--- config.mk ---
export PLATFORM = sky130hd
export DESIGN_NAME = cdb_arbiter
export DESIGN_NICKNAME = d
export VERILOG_FILES = /design/src/rtl/cdb_arbiter.sv
export SDC_FILE = /design/constraint.sdc
export NUM_CORES = 1
export LEC_CHECK = 0
export CORE_MARGIN = 2
export CORE_UTILIZATION = 35
export CTS_CLUSTER_DIAMETER = 80
export DETAILED_ROUTE_END_ITERATION = 8
export GPL_TIMING_DRIVEN = 0
export HOLD_SLACK_MARGIN = 0.15
export PLACE_DENSITY = 0.61
export SLEW_MARGIN = 25
export SYNTH_ARGS = -nofsm -noshare
export SYNTH_HDL_FRONTEND = slang
export SYNTH_SLANG_ARGS = --single-unit
export TNS_END_PERCENT = 1
--- constraint.sdc ---
create_clock -name clk_in -period 4.5 [get_ports clk_in]
set_clock_uncertainty 0.2 [all_clocks]
set_input_delay 0.9 -clock clk_in [delete_from_list [all_inputs] [get_ports clk_in]]
set_output_delay 0.9 -clock clk_in [all_outputs]
set_load 0.02 [all_outputs]
--- src/rtl/cdb_arbiter.sv ---
// Round-robin arbiter sharing two CDB broadcast lanes between
// per-unit result FIFOs feeding the reorder buffer.
`ifndef RoB_BITS
`define RoB_BITS 4
`endif

module cdb_arbiter #(
    parameter int REQ_NUM    = 3,
    parameter int ROB_BITS   = `RoB_BITS,
    parameter int FIFO_DEPTH = 2
) (
    input  logic                        clk_in,
    input  logic                        rst_in,
    input  logic                        rdy_in,
    input  logic                        flush,
    input  logic [REQ_NUM-1:0]          req_valid,
    output logic [REQ_NUM-1:0]          req_ready,
    input  logic [REQ_NUM*ROB_BITS-1:0] req_id,
    input  logic [REQ_NUM*32-1:0]       req_value,
    output logic                        cdb_rdy_1,
    output logic [ROB_BITS-1:0]         cdb_id_1,
    output logic [31:0]                 cdb_value_1,
    output logic                        cdb_rdy_2,
    output logic [ROB_BITS-1:0]         cdb_id_2,
    output logic [31:0]                 cdb_value_2,
    output logic                        pending
);
    localparam int PW = $clog2(FIFO_DEPTH);
    localparam int CW = $clog2(FIFO_DEPTH + 1);
    localparam int RW = (REQ_NUM > 1) ? $clog2(REQ_NUM) : 1;

    logic [ROB_BITS-1:0] id_mem    [REQ_NUM][FIFO_DEPTH];
    logic [31:0]         value_mem [REQ_NUM][FIFO_DEPTH];
    logic [PW-1:0]       head      [REQ_NUM];
    logic [PW-1:0]       tail      [REQ_NUM];
    logic [CW-1:0]       count     [REQ_NUM];
    logic [RW-1:0]       rr;
    logic [RW-1:0]       rr_next;
    logic [REQ_NUM-1:0]  nonempty;
    logic [REQ_NUM-1:0]  push;
    logic [REQ_NUM-1:0]  pop;
    logic                g1;
    logic                g2;
    logic [ROB_BITS-1:0] id1;
    logic [ROB_BITS-1:0] id2;
    logic [31:0]         val1;
    logic [31:0]         val2;

    always_comb begin
        for (int i = 0; i < REQ_NUM; i++) begin
            nonempty[i]  = count[i] != '0;
            req_ready[i] = (count[i] != CW'(FIFO_DEPTH)) && rdy_in && !flush;
            push[i]      = req_valid[i] && req_ready[i];
        end
    end

    assign pending = |nonempty;

    // Walk the units starting at rr; first hit feeds lane 1, second lane 2.
    always_comb begin
        int idx;
        int last;
        idx     = 0;
        last    = 0;
        g1      = 1'b0;
        g2      = 1'b0;
        id1     = '0;
        id2     = '0;
        val1    = '0;
        val2    = '0;
        pop     = '0;
        rr_next = rr;
        for (int off = 0; off < REQ_NUM; off++) begin
            idx = int'(rr) + off;
            if (idx >= REQ_NUM) idx = idx - REQ_NUM;
            for (int i = 0; i < REQ_NUM; i++) begin
                if (i == idx && nonempty[i]) begin
                    if (!g1) begin
                        g1     = 1'b1;
                        id1    = id_mem[i][head[i]];
                        val1   = value_mem[i][head[i]];
                        pop[i] = 1'b1;
                        last   = i;
                    end else if (!g2) begin
                        g2     = 1'b1;
                        id2    = id_mem[i][head[i]];
                        val2   = value_mem[i][head[i]];
                        pop[i] = 1'b1;
                        last   = i;
                    end
                end
            end
        end
        if (g1) begin
            if (last + 1 >= REQ_NUM) rr_next = '0;
            else rr_next = RW'(last + 1);
        end
    end

    always_ff @(posedge clk_in) begin
        for (int i = 0; i < REQ_NUM; i++) begin
            if (push[i] && !rst_in) begin
                id_mem[i][tail[i]]    <= req_id[i*ROB_BITS +: ROB_BITS];
                value_mem[i][tail[i]] <= req_value[i*32 +: 32];
            end
        end
    end

    always_ff @(posedge clk_in) begin
        if (rst_in || (rdy_in && flush)) begin
            rr          <= '0;
            cdb_rdy_1   <= 1'b0;
            cdb_id_1    <= '0;
            cdb_value_1 <= '0;
            cdb_rdy_2   <= 1'b0;
            cdb_id_2    <= '0;
            cdb_value_2 <= '0;
            for (int i = 0; i < REQ_NUM; i++) begin
                head[i]  <= '0;
                tail[i]  <= '0;
                count[i] <= '0;
            end
        end else if (rdy_in) begin
            rr          <= rr_next;
            cdb_rdy_1   <= g1;
            cdb_id_1    <= id1;
            cdb_value_1 <= val1;
            cdb_rdy_2   <= g2;
            cdb_id_2    <= id2;
            cdb_value_2 <= val2;
            for (int i = 0; i < REQ_NUM; i++) begin
                if (push[i]) tail[i] <= tail[i] + PW'(1);
                if (pop[i]) head[i] <= head[i] + PW'(1);
                count[i] <= count[i] + CW'(push[i]) - CW'(pop[i]);
            end
        end
    end
endmodule

==> results of run 1 <==
[worst max-delay path: stages]
cell	delay (ns)
clkdlybuf4s50_1	0.72
nand2b_1	0.16
a21oi_1	0.20
clkdlybuf4s50_1	0.64
[worst paths after layout]
check                    to  cells after the start
max reg2reg  cdb_value_1[5]                     10
min          cdb_value_2[8]                      2
min reg2reg  cdb_value_2[8]                      2
max            req_ready[0]                      4
[final cells by class]
class                   instances  area (um2)  area share, %
flip-flops and latches        304        8370           48.6
multi-input cells             681        4540           26.4
repair buffers                207        2090           12.1
clock buffers                  41         908           5.28
well taps                     511         639           3.71
plain buffers                  76         387           2.25
clock inverters                20         210           1.22
inverters                      21        78.8          0.458
diodes                          2        5.00         0.0291
[through the flow]
step / utilization, % / area [um2] / hold WS, ns
finish: 45.8 / 17200 / 0.253
global route: 45.8 / 17200 / 0.280
CTS: 45.8 / 17200 / 0.252
detailed placement: 42.8 / 16100 / 0.241
global placement: 42.3 / 15900 / 0.232
floorplan: - / 13400 / 0.301
[metal layers]
layer / share of wire [%] / GRT usage, % / vias to the layer above
met5: 0.061 / 0 / -
met4: 3.8 / 8.79 / 4
met3: 7.3 / 3.17 / 96
met2: 46 / 33.8 / 469
met1: 43 / 29.4 / 4913
li1: - / - / 4647
[logic make-up (layout without fill, tap and decap cells)]
kind of cell	count (synthesis)	after routing	synth area share, %
flops	304	304	62.7
mux	112	112	8.76
simple gates	226	226	7.77
compound gates	326	326	15.9
xor+xnor	8	8	0.525
buf+inv	97	365	3.49
fa+ha+maj	9	9	0.844
other cells	0	2	0
[placed cells by master, fill, tap and decap left out, types with 9 or more instances in the layout]
master           count
edfxtp_1           228
clkdlybuf4s50_1    192
nor2_1              96
dfxtp_1             76
mux2i_1             74
o21ai_0             64
a21oi_1             60
o22ai_1             59
nand2_1             57
clkbuf_1            45
mux2_2              38
clkbuf_16           35
a31oi_1             30
inv_1               21
buf_2               21
nor3_1              20
o21ai_1             17
a211oi_1            17
buf_6               12
buf_4               11
a22o_1              11
o221a_2              9
ha_1                 9
[synth_stat cells (11+ instances only)]
master    instances
clkbuf_1         40
o21ai_1          17
nand2_1          57
o21ai_0          64
a22o_1           11
mux2i_1          74
o22ai_1          59
nor3_1           23
edfxtp_1        228
a31oi_1          30
nor2_1           96
a21oi_1          60
dfxtp_1          76
inv_1            21
mux2_2           38
buf_2            21
a211oi_1         17
[power groups by stage]
| stage | Combinational [mW] | Clock (mW) | Sequential (mW) |
|---|---|---|---|
| 2_1_floorplan | 1.23 | 0 | 3.39 |
| 3_3_place_gp | 2.13 | 0 | 3.31 |
| 3_5_place_dp | 2.15 | 0 | 3.31 |
| 4_1_cts | 2.17 | 2.83 | 3.25 |
| 5_1_grt | 2.35 | 2.94 | 3.26 |
| 6_report | 2.19 | 2.80 | 3.25 |
[flip-flops by register name, summed over array words and instances (netlist names)]
name         count
value_mem      192
cdb_value_2     32
rr               2
tail             3
cdb_id_1         4
count            6
cdb_rdy_2        1
cdb_value_1     32
id_mem          24
cdb_rdy_1        1
cdb_id_2         4
head             3
==> run_results.csv, run 1 <==
group,metric,value,unit
status,status,"finished, final reports clean",
place,dpl_worst_slack,0.685,ns
sta,setup_tns,0,ns
run,drv_cap,0,
synthesis,synth_edf_count,228,
synthesis,yosysSeqAreaShare,62.7,%
synthesis,async_flop_share,0,%
detailed_routing,finalWirelength,42.8,mm
worst_hold_path,hp-class,"register to register",
detailed_routing,firstDrtPassIters,6,
place,dp_hpwl,32.1,mm
synthesis,synth_seq_cells,304,
cts,hold_buffers,0,
worst_setup_path,critPathMaxFanout,6,
sta,rsz0062_at_grt,"false",
finish,fin_nets,1449,
place,place_congestion,0.893,
sta,fin_crit,3.72,ns
floorplanning,core_area,37600,um2
finish,syn2layout_area_growth,29.0,%
worst_setup_path,worstPathArrival,2.62,ns
worst_setup_path,crit_path_start_kind,"primary input",
synthesis,synthFlopType,"edfxtp_1",
place,port_buffers,192,
sta,hold_viol_final,0,
worst_setup_path,crit_type,"primary input to output port",
cts,cts.clk_slew.worst_paths,0.06,ns
power_and_ir_drop,p_int,5.67,mW
power_and_ir_drop,finalPower,8.24,mW
grt,track_usage,21.4,%
power_and_ir_drop,cellPowerDensity,479,nW/um2
worst_setup_path,reg2reg_from,"rr[0]",
floorplanning,chipHeight,199,um
sta,max_freq,269,MHz
power_and_ir_drop,seq_power_share,39.5,%
worst_setup_path,startpoint,"rdy_in",
worst_setup_path,endpoint_kind,"output port",
sta,min_period_over_period,82.8,%
sta,maxSlewViolCount,0,
worst_setup_path,rrSetupSlack,0.98,ns
power_and_ir_drop,p_leak,5.84,nW
cts,cts_setup_buffers,0,
cts,cts_tree,"yes",
cts,cts_buffer_depth,3,
grt,grt_antenna_before_repair,4,
floorplanning,die_area,39700,um2
detailed_routing,drc,0,
grt,grt_max_degree,37,
synthesis,synth-warning-count,0,
cts,clock-sinks,304,
detailed_routing,drtIter0Drc,964,
power_and_ir_drop,p_clk_share,33.9,%
cts,cts_max_level,2,
synthesis,synth_top_cell_by_area,"edfxtp_1",
synthesis,synth.distinct_cells,62,
synthesis,synth.avg_cell_area,12.3,um2
cts,post_cts_resized,0,
grt,grt-ovfl-total,0,
finish,layout.cells.non_filler,1863,
detailed_routing,vias,10100,
finish,drive_gt1_share,12.6,%
detailed_routing,wl_per_cell,23.0,um
worst_setup_path,required,3.40,ns
grt,grt_pass1_vias,9899,
sta,slew-limit-headroom,29.8,%
cts,cts_buffers,34,
place,dp.cells,1800,
power_and_ir_drop,swShare,31.1,%
power_and_ir_drop,ir_worst_vdd,0.202,mV
synthesis,yosysTopAreaCellShare,51.3,%
sta,worstMarginPinSlew,1.05,ns
synthesis,yosys-top-cells-area,"edfxtp_1 51%, dfxtp_1 11%, mux2i_1 5.6%, mux2_2 3.2%, o22ai_1 2.8%",
synthesis,synth_nets,1206,
cts,clk-insertion-delay-late,0.53,ns
sta,setup_slack,0.776,ns
synthesis,syn_inst,1082,
power_and_ir_drop,p_switching,2.57,mW
finish,num-fill-cells,3419,
floorplanning,rows,71,
sta,setup_viol,0,
floorplanning,die_x,199,um
worst_hold_path,worstHoldStart,"cdb_value_2[8]",
cts,cts-root-buf,"clkbuf_16",
floorplanning,ios,193,
detailed_routing,antenna_left,0,
grt,grt_first_pass_wirelength,62.0,mm
power_and_ir_drop,combinationalPowerShare,26.6,%
synthesis,netlist_area,13300,um2
detailed_routing,vias_per_cell,5.44,
floorplanning,start_util,35.5,%
Power figures use the tool's default switching activity.
==> run 2, diff against run 1 <==
--- a/config.mk
+++ b/config.mk
@@ -11,7 +11,7 @@
 export DETAILED_ROUTE_END_ITERATION = 8
 export GPL_TIMING_DRIVEN = 0
 export HOLD_SLACK_MARGIN = 0.15
-export PLACE_DENSITY = 0.61
+export PLACE_DENSITY = 0.58
 export SLEW_MARGIN = 25
 export SYNTH_ARGS = -nofsm -noshare
 export SYNTH_HDL_FRONTEND = slang
==> constraint.sdc (replaced) <==
create_clock -name clk_in -period 3.53 [get_ports clk_in]
set_clock_uncertainty 0.2 [all_clocks]
set_input_delay 0.706 -clock clk_in [delete_from_list [all_inputs] [get_ports clk_in]]
set_output_delay 0.706 -clock clk_in [all_outputs]
set_load 0.02 [all_outputs]
==> run_results.csv, run 2 (synthesis results as in run 1) <==
group,metric,value,unit
status,status,"finished, final reports clean",
sta,maxSlewViolCount,0,
sta,fin_crit,3.50,ns
cts,clk-insertion-delay-late,0.52,ns
detailed_routing,vias,10100,
cts,cts_setup_buffers,0,
grt,grt_first_pass_wirelength,60.9,mm
power_and_ir_drop,cellPowerDensity,610,nW/um2
detailed_routing,antenna_left,0,
sta,slew-limit-headroom,33.6,%
place,dp_hpwl,32.1,mm
grt,grt_pass1_vias,9732,
sta,max_freq,286,MHz
power_and_ir_drop,p_leak,5.84,nW
finish,ff_latch_area,8370,um2
finish,diodes,0,
detailed_routing,drc,0,
floorplanning,rows,71,
floorplanning,die_area,39700,um2
finish,multi_input_area,4560,um2
worst_setup_path,crit_path_start_kind,"register",
detailed_routing,firstDrtPassIters,5,
floorplanning,chipHeight,199,um
grt,grt_antenna_before_repair,0,
sta,rsz0062_at_grt,"true",
cts,clock-sinks,304,
grt,grt-ovfl-total,0,
cts,cts_max_level,2,
finish,num-fill-cells,3448,
place,dp.cells,1798,
cts,cts-root-buf,"clkbuf_16",
detailed_routing,finalWirelength,42.6,mm
grt,grt_max_degree,37,
run,drv_cap,0,
worst_setup_path,required,3.57,ns
cts,cts_buffers,34,
cts,cts_tree,"yes",
cts,cts.clk_slew.worst_paths,0.07,ns
finish,fin_nets,1447,
detailed_routing,wl_per_cell,22.9,um
floorplanning,start_util,35.5,%
worst_setup_path,critPathMaxFanout,10,
sta,worstMarginPinSlew,0.996,ns
detailed_routing,drtIter0Drc,1043,
detailed_routing,vias_per_cell,5.42,
worst_hold_path,hp-class,"register to register",
power_and_ir_drop,ir_worst_vdd,0.235,mV
finish,syn2layout_area_growth,29.1,%
finish,layout_commonest_cell,"edfxtp_1",
finish,layout_common_cells,"228 x edfxtp_1, 192 x clkdlybuf4s50_1, 96 x nor2_1, 76 x dfxtp_1, 74 x mux2i_1",
finish,drive_gt1_share,12.6,%
floorplanning,die_x,199,um
worst_setup_path,crit_type,"register to register",
worst_setup_path,endpoint_kind,"register",
grt,track_usage,21.1,%
sta,setup_viol,0,
place,port_buffers,192,
finish,largest_reg_flops,192,
floorplanning,core_area,37600,um2
cts,cts_buffer_depth,3,
power_and_ir_drop,finalPower,10.5,mW
place,place_congestion,0.928,
sta,min_period_over_period,99.2,%
sta,hold_viol_final,0,
finish,layout.cells.non_filler,1858,
worst_setup_path,worstPathArrival,3.54,ns
floorplanning,ios,193,
run 2: changes by cell type in the layout (fill, tap and decap cells not counted), moves of 2 or more:
cell | before | now
clkinvlp_4 | 2 | 0
diode_2 | 2 | 0
clkbuf_16 | 35 | 37
clkinv_4 | 2 | 0
buf_4 | 11 | 8
clkbuf_8 | 1 | 3
run 2: per-stage QoR:
step                area (um2)  setup WS (ns)  TNS [ns]  hold slack, ns  util (%)
finish                   17200         0.0294         0           0.247      45.8
global route             17200        -0.0933   -0.0933           0.267      45.8
CTS                      17200         0.0729         0           0.253      45.8
detailed placement       16100         -0.359     -4.26           0.242      42.8
global placement         15900          -3.76   -392.64           0.232      42.3
floorplan                13400          -1.07    -77.18           0.301         -
run 2: final cells by class:
type / instances / share of cell area [%]
Buffer: 76 / 2.25
Multi-Input combinational cell: 681 / 26.5
Tap cell: 511 / 3.71
Inverter: 21 / 0.458
Timing Repair Buffer: 205 / 12.0
Clock buffer: 45 / 5.72
Clock inverter: 15 / 0.828
Sequential cell: 304 / 48.6
run 2: worst paths after layout:
| kind | endpoint | slack [ns] | depth (start not counted) | from |
|---|---|---|---|---|
| hold / removal | cdb_value_2[3] | 0.25 | 2 | cdb_value_2[3] |
| setup / recovery | count[0][3] | 0.03 | 12 | rr[0] |
| hold reg to reg | cdb_value_2[3] | 0.25 | 2 | cdb_value_2[3] |
| setup reg to reg | count[0][3] | 0.03 | 12 | rr[0] |
run 2: repair_timing:
| action | 4_1_cts | 5_1_grt |
|---|---|---|
| resized for setup | 1 | 4 |
| hold endpoints to repair | 0 | 0 |
| pin swaps | 0 | 1 |
| cloned | 0 | 0 |
| setup endpoints to repair | 1 | 47 |
| hold buffers | 0 | 0 |
run 2: critical path, stage by stage, from the launching register on:
cell and delay [ns]:
dfxtp_1 0.35, inv_1 0.07, ha_1 0.18, buf_2 0.25
clkbuf_1 0.38, o21ai_0 0.38, o32ai_2 0.50, ha_1 0.31
inv_1 0.06, ha_1 0.14, xor2_1 0.20, xnor2_1 0.14
nor2_1 0.05
run 2: report_power, final:
part / internal (mW) / total (mW) / switching [mW] / leakage, nW
Clock: 2.18 / 3.56 / 1.38 / 0.559
Sequential: 4.02 / 4.15 / 0.127 / 2.70
Combinational: 1.08 / 2.80 / 1.72 / 2.58
run 2: routing by layer:
layer	up-vias	share of wire, %	global-route usage (%)
li1	4641	-	-
met1	4939	44	28.8
met2	414	46	33.4
met3	69	7.0	4.05
met4	0	3.1	8.02
met5	-	0	0
